--- config.mk ---
export PLATFORM = sky130hd
export DESIGN_NAME = instr_encoder
export DESIGN_NICKNAME = d
export VERILOG_FILES = /design/src/rtl/instr_encoder.sv
export SDC_FILE = /design/constraint.sdc
export NUM_CORES = 1
export LEC_CHECK = 0
export CORE_MARGIN = 1
export CORE_UTILIZATION = 45
export CTS_CLUSTER_DIAMETER = 150
export CTS_CLUSTER_SIZE = 16
export DETAILED_ROUTE_END_ITERATION = 8
export GPL_ROUTABILITY_DRIVEN = 0
export HOLD_SLACK_MARGIN = 0.15
export PLACE_DENSITY = 0.73
export SYNTH_ARGS = -nofsm -noshare
export SYNTH_HDL_FRONTEND = slang
export SYNTH_SLANG_ARGS = --single-unit
--- constraint.sdc ---
create_clock -name clk -period 7.3 [get_ports clk]
set_clock_uncertainty 0.15 [all_clocks]
set_input_delay 1.46 -clock clk [delete_from_list [all_inputs] [get_ports clk]]
set_output_delay 1.46 -clock clk [all_outputs]
set_load 0.02 [all_outputs]
--- src/rtl/instr_encoder.sv ---
// instr_encoder: turns a stream of operation requests into 32-bit MIPS-style
// instruction words, buffers them in a small FIFO and writes them into an
// instruction memory. Each write uses a simple we/ready handshake, and the
// write address advances by one word per completed write.
module instr_encoder #(
    parameter int DEPTH = 4,
    parameter int AW    = 10
) (
    input  logic          clk,
    input  logic          rst_n,
    input  logic          start,
    input  logic [AW-1:0] base_addr,
    input  logic          in_valid,
    output logic          in_ready,
    input  logic [4:0]    in_op,
    input  logic [4:0]    in_rs,
    input  logic [4:0]    in_rt,
    input  logic [4:0]    in_rd,
    input  logic [4:0]    in_shamt,
    input  logic [15:0]   in_imm,
    input  logic [25:0]   in_target,
    input  logic          in_last,
    output logic          mem_we,
    output logic [AW-1:0] mem_addr,
    output logic [31:0]   mem_wdata,
    input  logic          mem_ready,
    output logic          busy,
    output logic          done,
    output logic          err,
    output logic [AW:0]   word_count
);

    localparam int PW = (DEPTH > 1) ? $clog2(DEPTH) : 1;
    localparam int CW = $clog2(DEPTH + 1);

    localparam logic [CW-1:0] FULL_CNT = CW'(DEPTH);
    localparam logic [CW-1:0] CNT_ONE  = CW'(1);
    localparam logic [PW-1:0] PTR_ONE  = PW'(1);
    localparam logic [AW-1:0] ADDR_ONE = AW'(1);
    localparam logic [AW:0]   WC_ONE   = {{AW{1'b0}}, 1'b1};
    localparam logic [AW:0]   WC_MAX   = {1'b1, {AW{1'b0}}};

    typedef enum logic [1:0] {
        IDLE,
        LOAD,
        DRAIN,
        DONE
    } state_e;

    typedef enum logic [1:0] {
        K_R,
        K_I,
        K_J,
        K_ILL
    } kind_e;

    state_e        state_q, state_d;

    logic [31:0]   fifoMem_q [DEPTH];
    logic [PW-1:0] wrPtr_q, wrPtr_d;
    logic [PW-1:0] rdPtr_q, rdPtr_d;
    logic [CW-1:0] count_q, count_d;
    logic [AW-1:0] addr_q, addr_d;
    logic [AW:0]   wordCount_q, wordCount_d;
    logic          err_q, err_d;

    kind_e         encKind;
    logic [5:0]    encCode;
    logic [31:0]   encWord;
    logic          encLegal;

    logic          fifoEmpty;
    logic          canAccept;
    logic          accept;
    logic          push;
    logic          pop;
    logic          startLoad;

    assign fifoEmpty = (count_q == '0);
    assign canAccept = (state_q == LOAD) && (count_q < FULL_CNT);
    assign accept    = in_valid && canAccept;
    assign push      = accept && encLegal;
    assign pop       = mem_we && mem_ready;

    assign in_ready   = canAccept;
    assign mem_we     = !fifoEmpty && ((state_q == LOAD) || (state_q == DRAIN));
    assign mem_addr   = addr_q;
    assign mem_wdata  = fifoEmpty ? 32'h0 : fifoMem_q[rdPtr_q];
    assign word_count = wordCount_q;
    assign err        = err_q;
    assign busy       = (state_q != IDLE);
    assign done       = (state_q == DONE);

    // Decode the operation select into an instruction class and its funct/opcode field
    always_comb begin
        encKind = K_ILL;
        encCode = 6'b000000;
        case (in_op)
            5'd0:    begin encKind = K_R; encCode = 6'b100000; end
            5'd1:    begin encKind = K_R; encCode = 6'b100010; end
            5'd2:    begin encKind = K_R; encCode = 6'b101010; end
            5'd3:    begin encKind = K_R; encCode = 6'b100100; end
            5'd4:    begin encKind = K_R; encCode = 6'b011111; end
            5'd5:    begin encKind = K_R; encCode = 6'b011110; end
            5'd6:    begin encKind = K_R; encCode = 6'b100101; end
            5'd7:    begin encKind = K_R; encCode = 6'b100110; end
            5'd8:    begin encKind = K_R; encCode = 6'b011101; end
            5'd9:    begin encKind = K_R; encCode = 6'b100111; end
            5'd10:   begin encKind = K_R; encCode = 6'b101000; end
            5'd11:   begin encKind = K_R; encCode = 6'b001000; end
            5'd12:   begin encKind = K_I; encCode = 6'b100011; end
            5'd13:   begin encKind = K_I; encCode = 6'b101011; end
            5'd14:   begin encKind = K_I; encCode = 6'b001100; end
            5'd15:   begin encKind = K_I; encCode = 6'b001101; end
            5'd16:   begin encKind = K_I; encCode = 6'b000100; end
            5'd17:   begin encKind = K_I; encCode = 6'b000101; end
            5'd18:   begin encKind = K_I; encCode = 6'b001111; end
            5'd19:   begin encKind = K_I; encCode = 6'b010000; end
            5'd20:   begin encKind = K_I; encCode = 6'b010001; end
            5'd21:   begin encKind = K_I; encCode = 6'b010010; end
            5'd22:   begin encKind = K_I; encCode = 6'b010011; end
            5'd23:   begin encKind = K_I; encCode = 6'b010100; end
            5'd24:   begin encKind = K_J; encCode = 6'b000001; end
            5'd25:   begin encKind = K_J; encCode = 6'b000010; end
            5'd26:   begin encKind = K_J; encCode = 6'b000011; end
            default: begin encKind = K_ILL; encCode = 6'b000000; end
        endcase
    end

    // Assemble the 32-bit word for the decoded class; illegal selects are flagged
    always_comb begin
        encWord  = 32'h0;
        encLegal = 1'b1;
        case (encKind)
            K_R:     encWord = {6'b000000, in_rs, in_rt, in_rd, in_shamt, encCode};
            K_I:     encWord = {encCode, in_rs, in_rt, in_imm};
            K_J:     encWord = {encCode, in_target};
            default: begin
                encWord  = 32'h0;
                encLegal = 1'b0;
            end
        endcase
    end

    // Control FSM next state: a start only matters in IDLE, the last accepted op ends loading
    always_comb begin
        state_d   = state_q;
        startLoad = 1'b0;
        case (state_q)
            IDLE: begin
                if (start) begin
                    state_d   = LOAD;
                    startLoad = 1'b1;
                end
            end
            LOAD: begin
                if (accept && in_last) begin
                    state_d = DRAIN;
                end
            end
            DRAIN: begin
                if (fifoEmpty) begin
                    state_d = DONE;
                end
            end
            DONE: begin
                state_d = IDLE;
            end
            default: begin
                state_d = IDLE;
            end
        endcase
    end

    // Datapath next state: FIFO pointers/count, write address, word counter and sticky error
    always_comb begin
        wrPtr_d     = wrPtr_q;
        rdPtr_d     = rdPtr_q;
        count_d     = count_q;
        addr_d      = addr_q;
        wordCount_d = wordCount_q;
        err_d       = err_q;

        if (push) begin
            wrPtr_d = wrPtr_q + PTR_ONE;
        end

        if (pop) begin
            rdPtr_d = rdPtr_q + PTR_ONE;
            addr_d  = addr_q + ADDR_ONE;
            if (wordCount_q != WC_MAX) begin
                wordCount_d = wordCount_q + WC_ONE;
            end
        end

        case ({push, pop})
            2'b10:   count_d = count_q + CNT_ONE;
            2'b01:   count_d = count_q - CNT_ONE;
            default: count_d = count_q;
        endcase

        if (accept && !encLegal) begin
            err_d = 1'b1;
        end

        if (startLoad) begin
            addr_d      = base_addr;
            wordCount_d = '0;
            err_d       = 1'b0;
        end
    end

    // FIFO storage; contents are don't-care while empty because the read side is gated
    always_ff @(posedge clk) begin
        if (push) begin
            fifoMem_q[wrPtr_q] <= encWord;
        end
    end

    // State register; reset drops any queued words and returns to IDLE at once
    always_ff @(posedge clk or negedge rst_n) begin
        if (!rst_n) begin
            state_q     <= IDLE;
            wrPtr_q     <= '0;
            rdPtr_q     <= '0;
            count_q     <= '0;
            addr_q      <= '0;
            wordCount_q <= '0;
            err_q       <= 1'b0;
        end else begin
            state_q     <= state_d;
            wrPtr_q     <= wrPtr_d;
            rdPtr_q     <= rdPtr_d;
            count_q     <= count_d;
            addr_q      <= addr_d;
            wordCount_q <= wordCount_d;
            err_q       <= err_d;
        end
    end

endmodule

==> run_results.csv, run 1 <==
group,metric,value,unit
setup_path,critPathKind,"register to output pin",
synthesis,synth.distinct_cells,56,
sta,final-hold-violation-count,0,
setup_path,critPathCapture,"mem_wdata[2]",
clock_tree,cts.clk_slew.worst_paths,0.06,ns
final_layout,antenna_cells,0,
power,p_leak,3.39,nW
clock_tree,clock_path_buffers,2,
setup_path,cp_max_fo,26,
synthesis,netlist_top_cells_count,"128 x edfxtp_1, 41 x nand2_1, 38 x nor2b_1",
clock_tree,post_cts_buffers,0,
clock_tree,root_buffer,"clkbuf_16",
synthesis,ys_dominant_reg_cell,"edfxtp_1",
synthesis,synth_edf_count,128,
global_routing,overflow,0,
sta,worst_slew_pin_slew,1.16,ns
placement,place_inst,852,
clock_tree,cts-htree-levels,4,
synthesis,syn_inst,518,
synthesis,synth.area.top_cells,"edfxtp_1 52%, dfrtp_1 10%, mux4_2 9.7%, ha_1 3.9%, nor2b_1 3.2%",
synthesis,ys_warn_count,0,
detailed_routing,vias_per_cell,5.47,
sta,period_minus_slack,4.46,ns
placement,placed_area,9040,um^2
placement,place_worst_setup_slack,2.87,ns
synthesis,synth.largest_area_cell,"edfxtp_1",
global_routing,grt_max_degree,34,
global_routing,grt.total_usage,0.207,
detailed_routing,dr.pass1.iters,5,
synthesis,ys_async_sr_fraction,0.195,
sta,worst_hold_slack,0.373,ns
sta,relSlewSlack,0.226,
clock_tree,numCtsBuffers,17,
clock_tree,post_cts_resize_count,0,
final_layout,finalNetCount,762,
final_layout,fin_area,9580,um^2
floorplanning,fp.dieH,131,um
sta,setup_viol,0,
synthesis,synth_most_common_cell,"edfxtp_1",
floorplanning,core_area,16000,um^2
final_layout,final_cells,884,
floorplanning,num_rows,46,
setup_path,timing.rr.end,"count_q[2]",
power,ir_worst_vdd,0.000216,V
synthesis,synth_nets,625,
floorplanning,start_util,0.466,
final_layout,n_fill_cell,1248,
global_routing,antenna_found_initial,0,
final_layout,syn2layout_area_growth,28.6,%
setup_path,rr_startpoint,"state_q[0]",
detailed_routing,routed_wl,16800,um
clock_tree,cts_hold_buf,0,
outcome,status,"finished clean",
placement,dpl.hpwl,11300,um
synthesis,ys_seq_area_frac,0.620,
setup_path,crit_start,"rdPtr_q[0]",
floorplanning,die_area,17100,um^2
sta,fin_tns_setup,0,ns
sta,rsz0062_at_grt,"no",
detailed_routing,num_vias,4832,
placement,portBuffers,140,
setup_path,cp-end-kind,"output pin",
floorplanning,pin_count,141,
job,cap_violations,0,
synthesis,syn_area,7450,um^2
clock_tree,clock_latency,0.42,ns
setup_path,cp-start-kind,"register",
sta,setup_slack,2.84,ns
sta,fmax,224,MHz
setup_path,ff2ff_path_depth,10,
power,power.density,353,nW/um^2
detailed_routing,drc_errors,0,
global_routing,grt_pass1_vias,4857,
clock_tree,cts_tree,"built",
sta,slew_violations,0,
synthesis,synth_top_cell_area_share,0.516,
synthesis,ys_ff_latch,159,
setup_path,rrSetupSlack,4.56,ns
synthesis,postSynthAreaPerCell,14.4,um^2
detailed_routing,wl_per_cell,19.0,um
detailed_routing,drtIter0Drc,243,
setup_path,cp.arrival,2.85,ns
detailed_routing,detail-route-antenna-nets,0,
final_layout,drive_above_1_share,0.115,
min_path,min_path_type,"register to register",
clock_tree,clock-sinks,159,
global_routing,grt_pass1_wl,25800,um
setup_path,cp.required,5.69,ns
sta,fin_crit_sh,0.611,
floorplanning,die_x,131,um
==> cells in the final DEF, fill, tap and decap left out, types with 10 or more instances in the layout <==
| cell type | instances |
|---|---|
| clkbuf_16 | 17 |
| clkdlybuf4s50_1 | 140 |
| a32oi_1 | 11 |
| ha_1 | 23 |
| nor2b_1 | 38 |
| a22o_1 | 10 |
| mux4_2 | 32 |
| o21ai_1 | 10 |
| edfxtp_1 | 128 |
| nand3_1 | 13 |
| dfrtp_1 | 30 |
| inv_1 | 22 |
| nand2_1 | 41 |
| xnor2_1 | 13 |
| nor2_1 | 22 |
==> kinds of logic (layout without fill, tap and decap cells) <==
group,after synthesis,after routing,synth area share
flip-flops,159,159,0.620
AND/OR/NAND/NOR,156,156,0.111
AO/OA/AOI/OAI,72,72,0.0722
buffers and inverters,51,201,0.0297
multiplexers,34,34,0.0998
adder cells (fa/ha/maj),24,24,0.0413
XOR/XNOR,22,22,0.0259
==> cell type report <==
type,instances,area [um^2],share of cell area
flip-flops and latches,159,4620,0.482
multi-input cells,308,2620,0.274
repair buffers,146,1450,0.151
clock buffers,18,429,0.0448
well taps,216,270,0.0282
clock inverters,14,106,0.0111
inverters,23,86.3,0.00901
==> through the flow <==
stage	utilization	total power [mW]
floorplan	-	2.06
global placement	0.565	2.57
detailed placement	0.565	2.61
CTS	0.599	3.41
global route	0.599	3.53
finish	0.599	3.38
==> worst min-delay path by stage <==
stage	cells after the start	from	endpoint	slack [ns]
2_1_floorplan	1	state_q[1]	state_q[1]	0.36
3_3_place_gp	2	err	err	0.35
3_5_place_dp	2	err	err	0.35
4_1_cts	2	err	err	0.37
5_1_grt	2	err	err	0.42
6_report	2	err	err	0.37
==> report_power, final <==
group          leakage, nW  switching, mW  internal (mW)
clock                0.246          0.357          0.438
sequential            1.55          0.101           1.09
combinational         1.59          0.716          0.676
total                 3.39           1.17           2.21
==> routing by layer <==
metal | wire, um | global-route usage | part of all wire | up-vias
li1 | - | - | - | 2221
met1 | 6990 | 0.260 | 0.42 | 2456
met4 | 352 | 0.0798 | 0.021 | 0
met2 | 8850 | 0.361 | 0.53 | 130
met3 | 598 | 0.0338 | 0.036 | 25
met5 | 0 | 0 | 0 | -
==> worst max-delay path: stages (launching register included) <==
cell and delay, ns:
dfrtp_2 0.56, buf_4 0.53, mux4_2 0.57, nor2b_1 0.16, clkdlybuf4s50_1 0.58
==> registers in the layout (all words and copies together) (netlist names) <==
register and flops:
fifoMem_q 128, word_count 11, mem_addr 10, count_q 3
rdPtr_q 2, state_q 2, wrPtr_q 2, err 1
Power figures use the tool's default switching activity.
==> inputs of run 2 (changes only) <==
- clock period: 7.3 -> 4.65 ns (I/O delays scaled with it)
==> run 2 against run 1 <==
Net effect: worst hold slack got worse by 0.017 ns; routed wire length increased by 2.0%; sequential power increased by 58%; largest power group unchanged; highest routed layer unchanged.
==> run_results.csv, run 2 (synthesized netlist as in run 1, its figures left out) <==
group,metric,value,unit
outcome,status,"finished clean",
final_layout,finalNetCount,768,
final_layout,fin_util,0.612,
detailed_routing,dr_wl_met2,8920,um
detailed_routing,num_vias,4888,
final_layout,syn2layout_area_growth,31.4,%
clock_tree,clock_latency,0.41,ns
floorplanning,pin_count,141,
placement,portBuffers,140,
sta,final-hold-violation-count,0,
floorplanning,die_area,17100,um^2
power,power_switching,1.83,mW
floorplanning,num_rows,46,
power,sw_frac_of_total,0.328,
sta,fmax,269,MHz
job,cap_violations,0,
power,p_seq_frac,0.337,
clock_tree,post_cts_resize_count,0,
detailed_routing,drtIter0Drc,381,
clock_tree,root_buffer,"clkbuf_16",
sta,worst_hold_slack,0.356,ns
sta,period_minus_slack,3.72,ns
setup_path,rr_startpoint,"state_q[0]",
detailed_routing,routed_wl,17100,um
placement,dpl.hpwl,11900,um
min_path,min_path_type,"register to register",
floorplanning,die_x,131,um
setup_path,critPathKind,"register to output pin",
power,p_comb_frac,0.395,
placement,place_worst_setup_slack,0.942,ns
global_routing,grt_pass1_wl,26600,um
setup_path,timing.rr.end,"count_q[2]",
placement,place_inst,858,
clock_tree,cts-htree-levels,4,
detailed_routing,top_layer_used,"met4",
detailed_routing,dr.pass1.iters,5,
sta,rsz0062_at_grt,"no",
detailed_routing,wl_met1,7130,um
detailed_routing,wl_per_cell,19.3,um
sta,setup_viol,0,
global_routing,grt_pass1_vias,4932,
power,power.density,571,nW/um^2
global_routing,grt.total_usage,0.212,
power,intPower,3.76,mW
final_layout,largest_register_ffs,128,
power,clkPwrFrac,0.268,
power,ir_worst_vdd,0.000292,V
detailed_routing,vias_per_cell,5.50,
setup_path,cp-end-kind,"output pin",
global_routing,antenna_found_initial,0,
setup_path,ff2ff_path_depth,10,
sta,worst_slew_pin_slew,1.02,ns
final_layout,final_cell_mix,"140 x clkdlybuf4s50_1, 128 x edfxtp_1, 41 x nand2_1",
clock_tree,cts.clk_slew.worst_paths,0.06,ns
setup_path,rrSetupSlack,1.87,ns
sta,fin_tns_setup,0,ns
floorplanning,core_area,16000,um^2
sta,setup_slack,0.930,ns
setup_path,critPathCapture,"mem_wdata[1]",
final_layout,final_cells,889,
setup_path,cp_max_fo,23,
final_layout,n_fill_cell,1221,
sta,relSlewSlack,0.321,
floorplanning,fp.dieH,131,um
setup_path,cp.required,3.57,ns
clock_tree,clock-sinks,159,
detailed_routing,drc_errors,0,
final_layout,regMostFlops,"fifoMem_q",
final_layout,final_common_cell,"clkdlybuf4s50_1",
final_layout,drive_above_1_share,0.125,
power,p_leak,3.50,nW
sta,fin_crit_sh,0.800,
clock_tree,clock_path_buffers,2,
floorplanning,start_util,0.466,
clock_tree,cts_hold_buf,0,
final_layout,antenna_cells,0,
setup_path,crit_start,"rdPtr_q[0]",
sta,slew_violations,0,
detailed_routing,wl_met3,730,um
detailed_routing,detail-route-antenna-nets,0,
clock_tree,cts_tree,"built",
global_routing,grt_max_degree,33,
global_routing,overflow,0,
clock_tree,post_cts_buffers,0,
setup_path,cp.arrival,2.64,ns
setup_path,cp-start-kind,"register",
clock_tree,numCtsBuffers,17,
[run 2: changes by cell type in the layout (fill, tap and decap cells not counted)]
cell / delta
buf_12: +5
bufinv_16: +5
inv_6: -5
clkinv_1: -2
clkinv_2: +2
clkinvlp_4: -2
buf_4: +1
inv_8: +1
[run 2: how the worst min path moves through the flow]
stage,from,end,cells past startpoint
finish,err,err,2
global route,err,err,2
CTS,err,err,2
detailed placement,err,err,2
global placement,err,err,2
floorplan,state_q[1],state_q[1],1
[run 2: layout make-up]
| class | count | area (um^2) | area share |
|---|---|---|---|
| sequential | 159 | 4620 | 0.472 |
| multi-input combinational | 308 | 2620 | 0.268 |
| timing repair buffer | 152 | 1550 | 0.159 |
| clock buffer | 18 | 429 | 0.0438 |
| tap | 216 | 270 | 0.0276 |
| clock inverter | 13 | 211 | 0.0216 |
| inverter | 23 | 86.3 | 0.00882 |
[run 2: critical path, cell delays in order (launching register included)]
cell and delay, ns:
dfrtp_2 0.65, buf_12 0.29, mux4_2 0.58, nor2b_1 0.16, clkdlybuf4s50_1 0.54
[run 2: power groups by stage]
stage               clock, mW  sequential (mW)  combinational (mW)
floorplan                   0             1.91                1.32
global route             1.57             1.91                2.37
finish                   1.50             1.88                2.21
global placement            0             1.90                2.17
CTS                      1.52             1.89                2.23
detailed placement          0             1.91                2.21
[run 2: metal layers]
metal	track usage	vias up
met1	0.273	2456
met4	0.0859	0
met3	0.0366	32
met2	0.359	168
li1	-	2232
met5	0	-
[run 2: through the flow]
step | total power [mW] | instance area (um^2)
3_5_place_dp | 4.12 | 9150
3_3_place_gp | 4.07 | 9150
6_report | 5.59 | 9790
2_1_floorplan | 3.23 | 7450
5_1_grt | 5.85 | 9790
4_1_cts | 5.63 | 9790
